**src/rtl/hbridge_ramp_ctrl.sv**
```systemverilog
// hbridge_ramp_ctrl: two-channel H-bridge PWM drive with duty slew and dead-timed direction reversal
module hbridge_ramp_ctrl #(
    parameter int DUTY_W       = 6,
    parameter int PRESCALE     = 1,
    parameter int RAMP_PERIODS = 4,
    parameter int DEADTIME     = 16
) (
    input  logic              clock,
    input  logic              rst_n,
    input  logic              enable,
    input  logic [DUTY_W-1:0] speed_cmd,
    input  logic [1:0]        dir_cmd,
    output logic              LeftPWMOut,
    output logic              RightPWMOut,
    output logic [3:0]        TankDir,
    output logic [DUTY_W-1:0] duty_cur,
    output logic              busy
);
    localparam int PW = $clog2(PRESCALE + 1);
    localparam int RW = $clog2(RAMP_PERIODS + 1);
    localparam int DW = $clog2(DEADTIME + 1);

    typedef enum logic [1:0] {IDLE, RUN, RAMP_DN, DEAD} state_t;

    state_t            state, state_nx;
    logic [PW-1:0]     presc_cnt;
    logic [DUTY_W-1:0] pwm_cnt, target, duty_nx;
    logic [RW-1:0]     ramp_cnt;
    logic [DW-1:0]     dead_cnt;
    logic [1:0]        dir_act;
    logic              tick, boundary, drive, step_en, dead_end, load_dir, pwm_q;

    assign tick     = presc_cnt == PW'(PRESCALE - 1);
    assign boundary = tick && (pwm_cnt == '1);
    assign drive    = (state == RUN) || (state == RAMP_DN);
    assign busy     = (state == RAMP_DN) || (state == DEAD);
    assign dead_end = dead_cnt <= DW'(1);
    assign step_en  = boundary && drive && (ramp_cnt == RW'(RAMP_PERIODS - 1));
    assign target   = (state == RUN) ? speed_cmd : '0;
    assign duty_nx  = !step_en            ? duty_cur :
                      (duty_cur < target) ? duty_cur + DUTY_W'(1) :
                      (duty_cur > target) ? duty_cur - DUTY_W'(1) : duty_cur;
    assign load_dir = (state_nx == RUN) && ((state == IDLE) || (state == DEAD));

    assign LeftPWMOut  = pwm_q;
    assign RightPWMOut = pwm_q;
    assign TankDir = !drive              ? 4'b0000 :
                     (dir_act == 2'b00)  ? 4'b0110 :
                     (dir_act == 2'b11)  ? 4'b1001 :
                     (dir_act == 2'b10)  ? 4'b1010 : 4'b0101;

    // enable drop outranks a direction change, but both lead to RAMP_DN anyway
    always_comb begin
        state_nx = state;
        unique case (state)
            IDLE:    state_nx = enable ? RUN : IDLE;
            RUN:     state_nx = (!enable || dir_cmd != dir_act) ? RAMP_DN : RUN;
            RAMP_DN: state_nx = (duty_cur == '0) ? DEAD : RAMP_DN;
            DEAD:    state_nx = !dead_end ? DEAD : enable ? RUN : IDLE;
        endcase
    end

    always_ff @(posedge clock or negedge rst_n) begin
        if (!rst_n) begin
            state     <= IDLE;
            presc_cnt <= '0;
            pwm_cnt   <= '0;
            ramp_cnt  <= '0;
            dead_cnt  <= '0;
            dir_act   <= 2'b00;
            duty_cur  <= '0;
            pwm_q     <= 1'b0;
        end else begin
            state     <= state_nx;
            presc_cnt <= tick ? '0 : presc_cnt + PW'(1);
            pwm_cnt   <= tick ? pwm_cnt + DUTY_W'(1) : pwm_cnt;
            ramp_cnt  <= !drive ? '0 :
                         !boundary ? ramp_cnt :
                         (ramp_cnt == RW'(RAMP_PERIODS - 1)) ? '0 : ramp_cnt + RW'(1);
            dead_cnt  <= (state == RAMP_DN && state_nx == DEAD) ? DW'(DEADTIME) :
                         (state == DEAD) ? dead_cnt - DW'(1) : dead_cnt;
            dir_act   <= load_dir ? dir_cmd : dir_act;
            duty_cur  <= duty_nx;
            pwm_q     <= drive && (pwm_cnt < duty_cur);
        end
    end
endmodule

```
**config.mk**
```make
export PLATFORM = sky130hd
export DESIGN_NAME = hbridge_ramp_ctrl
export DESIGN_NICKNAME = d
export VERILOG_FILES = /design/src/rtl/hbridge_ramp_ctrl.sv
export SDC_FILE = /design/constraint.sdc
export NUM_CORES = 1
export LEC_CHECK = 0
export CORE_UTILIZATION = 50
export CTS_CLUSTER_DIAMETER = 30
export DETAILED_ROUTE_END_ITERATION = 10
export PLACE_DENSITY_LB_ADDON = 0.25
export SYNTH_ARGS = -nofsm -noshare
export SYNTH_HDL_FRONTEND = slang
export SYNTH_SLANG_ARGS = --single-unit
export TNS_END_PERCENT = 10
```
**constraint.sdc**
```tcl
create_clock -name clock -period 4.3 [get_ports clock]
set_clock_uncertainty 0.2 [all_clocks]
set_input_delay 1.075 -clock clock [delete_from_list [all_inputs] [get_ports clock]]
set_output_delay 1.075 -clock clock [all_outputs]
set_load 0.01 [all_outputs]
```
* Word-level counts from Yosys, hierarchy flattened
Index checks and enable logic that the tools add are counted.
** Storage, ports and cells
- Bits in registers :: 26
- Bits of input ports :: 11
- Logic and storage cells :: 65
** Operators by class
- Reduce and logical (&&, ||, !) cells :: 17
- Equality and inequality tests :: 11
- Bitwise logic cells :: 1
- Order comparisons :: 4
- Add/sub/neg operators :: 6
- Muxes and demuxes :: 18
** Operators with widths (count)
- 6-bit 2-to-1 mux :: 3
- 4-bit 2-to-1 mux :: 4
- 6-bit by 1-bit adder with 6-bit output (second input constant) :: 2
- 6-bit less-than comparator :: 2
- 2-bit equality test (second input constant) :: 5
- 5-bit 2-to-1 mux :: 2
- 3-bit 2-to-1 mux :: 3
- 2-bit one-hot mux with 4 select lines :: 1
- 6-bit equality test (second input constant) :: 1
- 6-bit > comparator :: 1
- 1-bit logical AND :: 6
- 6-bit zero test :: 1
- 6-bit by 1-bit subtractor with 6-bit output (second input constant) :: 1
- 5-bit by 1-bit <= comparator with 1-bit output (second input constant) :: 1
- 5-bit by 1-bit subtractor with 5-bit output (second input constant) :: 1
- 2-bit by 1-bit equality test with 1-bit output (second input constant) :: 2
- 2-bit zero test :: 2
- 1-bit logical OR :: 4
- 2-bit 2-to-1 mux :: 2
- 2-bit nonzero test :: 2
- 3-bit by 1-bit adder with 3-bit output (second input constant) :: 1
- 3-bit by 2-bit equality test with 1-bit output (second input constant) :: 1
- 1-bit 2-to-1 mux :: 3
- 2-bit != test :: 1
- other kinds (5) :: 5

* Logic depth before layout (Yosys ltp)
- Depth in word-level cells :: 7
- Mapped depth :: 14
- Depth with buffers taken out :: 13

* Worst setup path before layout
No wires, ideal clock.
- Path type :: input-to-reg
- Start point :: input port speed_cmd[5]
- End point :: register duty_cur[5]
- Setup slack :: 1.020 ns
- Arrival :: 3.000 ns
- Stages :: 11
- Required time :: 4.020 ns
- Buffers on the path :: 0
- Cell sequence :: nand2_1 > ha_1 > a21oi_1 > o21a_1 > nand2_1 > ha_1 > a211oi_1 > o21ai_0 > a22o_1 > a21boi_2 > xnor2_1
** On the way
- Cells in the longest elaborated chain, start to end :: 4
** Ends and longest elaborated chain
- start: declaration :: line 11 : input logic [DUTY_W-1:0] speed_cmd,
- 6-bit 2-to-1 mux (*) :: line 39 : assign target = (state == RUN) ? speed_cmd : '0;
- 6-bit less-than comparator or 6-bit > comparator (tied branches) :: line 41, 42
- 2-bit nonzero test (no line)
- 2-bit AND reduction (no line)
- end signal: assignment :: line 83 : duty_cur <= duty_nx;
- end: declaration :: line 16 : output logic [DUTY_W-1:0] duty_cur,
Every way passes the cells marked *; elsewhere a longest branch is shown, timed or not.
A chain may end at the register's enable or synchronous reset.

* Worst setup path in the final report
Same ends and word-level chain as after synthesis.

==> run metrics <==
status finished, final reports clean; CP Class primary input to flip-flop; Routed Antenna Nets 0; final hold vios 0; clock transition at the registers of the reported paths roughly 0.14 ns; drc violations 0; peak supply drop 0.287 mV; via count approximately 1300; # rows 21; post-synth top area cell dfrtp_1; number of global-route vias before repair 1226; core area about 0.0033 mm2; Startpoint Class primary input; GP Congestion roughly 0.85; first-pass GRT wire length 5260 um; Hold WS around 0.31 ns; # nets final between 200 and 250; cell area power density about 440 mW/mm2; crit path capture type flip-flop; antenna violations before repair 0; Metal-1 WL ~1600 um; post_cts resized 0; Final Util around three fifths; #FFs+latches synth 25; EDFF count, synth 0; Clock Path Buffers 2; Sequential Area roughly 630 um2; CTS buffer count 3; Multi-input gate area roughly 0.001 mm2; worst slew pin tran 1.10 ns; number of DRC markers in iteration 0 36; Fill cells ~290; Syn Nets roughly 210; top routing layer used met4; synth warn 0; H-tree depth 1; final setup TNS 0 ns; die area around 0.0037 mm2; layout cells sized above 1 around 8.6%; Layout Cells excl Fill ~240; Data required, critical path between 4 and 5 ns; count leader, synth dfrtp_1; metal3 WL ~100 um; final-report setup violation count 0; Hold Path Class flip-flop to flip-flop; Post-Syn Area 0.00174 mm2; Total GRT Usage ~19%; crit path time final roughly 3.7 ns; CTS hold repair buffers 0; WP buf/inv 1; TritonCTS clock tree done; Horiz. Die Dim 61.0 um; CTS Sinks 25; worst-path fanout max 5; WL/cell about 13 um; pin count of the biggest net entering global routing 26; Clk Latency, worst-skew pair roughly 0.31 ns; setup bufs post-CTS 0; Final Cycle Share between 80% and 90%; ys async rst share 100%; RSZ-0062 raised after global routing no; critical-path cell list clkdlybuf4s50_1 -> nand2_1 -> ha_1 -> a21oi_1 -> o21a_1 -> nand2_1 -> ha_1 -> a211oi_1 -> o21ai_0 -> a22o_1 -> a21boi_2 -> xnor2_1; Post-Syn Area per Cell between 9 and 10 um2; cell count after synthesis 174; Initial Util between 50% and 60%; gr ovfl total 0; Synth cell types 45; CP peak stage delay 0.46 ns; area delta synth->final 17.0%; top_reg_cell synth dfrtp_1; die height roughly 60 um; Synth top area share between 30% and 40%; Synth top cells by count dfrtp_1, ha_1, inv_1; Inst Count DP 239; largest cells by area after synthesis dfrtp_1, ha_1, xnor2_1; Max Clock Freq around 270 MHz; vias per cell ~5.3; Root Buffer clkbuf_4; leak pwr approximately 0.00092 uW; TritonRoute pass-1 iters 4; ANT cells 0; # IOs 24; DP HPWL approximately 2600 um; MaxCap Viol Count 0; slowest CP cell clkdlybuf4s50_1; sequential area share after synthesis roughly 36%; Buffers on Ports 23; Rel. slew slack 26.2%; data arrival time of the worst path 3.77 ns; Routed WL 3210 um; CP delay by family, top compound AO/OA/AOI/OAI gates; Max Slew Vio Count 0; met2 WL between 1500 and 2000 um
[state kept, by name (all words and copies together) (netlist names)]
signal	flops
state	2
duty_cur	6
ramp_cnt	3
dir_act	2
pwm_cnt	6
dead_cnt	5
LeftPWMOut	1
[final cells by class]
cell class / instances / share of cell area [%]
flip-flops and latches: 25 / 30.8
inverters: 17 / 3.14
well taps: 46 / 2.83
multi-input cells: 128 / 50.6
clock buffers: 3 / 1.11
repair buffers: 23 / 11.3
clock inverters: 1 / 0.246
[cells by family after synthesis]
kind of cell | count (synthesis) | share of synthesized area, %
AND/OR/NAND/NOR | 51 | 16.4
AO/OA/AOI/OAI | 36 | 16.1
flip-flops | 25 | 36.0
adder cells (fa/ha/maj) | 24 | 17.7
buffers and inverters | 21 | 4.82
XOR/XNOR | 14 | 7.06
multiplexers | 3 | 1.87
[path summary, 6_finish.rpt]
| path | from | end | slack, ns | cells past startpoint |
|---|---|---|---|---|
| max | speed_cmd[5] | duty_cur[5] | 0.58 | 12 |
| min | pwm_cnt[4] | pwm_cnt[4] | 0.31 | 1 |
| max reg2reg | state[1] | duty_cur[5] | 0.91 | 13 |
| min reg2reg | pwm_cnt[4] | pwm_cnt[4] | 0.31 | 1 |
| max in group asynchronous | rst_n | state[0] | 2.11 | 1 |
| min in group asynchronous | rst_n | dead_cnt[0] | 1.14 | 1 |
[layout by cell type (no fill, tap or decap), types with 4 or more instances in the layout]
master,synthesis,final
dfrtp_1,25,25
a21oi_1,4,4
o21ai_0,8,8
clkdlybuf4s50_1,0,23
xnor2_1,11,11
a21o_1,5,5
ha_1,23,23
nand2_1,16,16
inv_1,17,17
nor2_1,7,7
[per-stage QoR]
stage / total power (uW) / setup WS [ns] / instance area [um2]
2_1_floorplan: 647 / 1.02 / 1740
3_3_place_gp: 763 / 0.451 / 2010
3_5_place_dp: 783 / 0.287 / 2010
4_1_cts: 894 / 0.612 / 2030
5_1_grt: 959 / 0.420 / 2030
6_report: 885 / 0.580 / 2030
[worst reg2reg max path, cell delays in order, from the launching register on]
cell	delay, ns
dfrtp_1	0.43
inv_1	0.09
ha_1	0.34
nand2_1	0.10
ha_1	0.32
a21oi_1	0.18
o21a_1	0.19
nand2_1	0.16
ha_1	0.33
a211oi_1	0.30
o21ai_0	0.18
a22o_1	0.22
a21boi_2	0.15
xnor2_1	0.13
[layer usage]
layer	GRT usage, %	vias up
met2	34.5	21
met1	23.9	617
li1	-	646
met3	2.99	2
met5	0	-
met4	5.84	0
[power breakdown]
part           internal, uW  switching (uW)
Sequential              275            43.7
Combinational           230             231
Clock                  34.8            70.4
Total                   540             345
No activity file was read; power rests on OpenSTA's default activity.
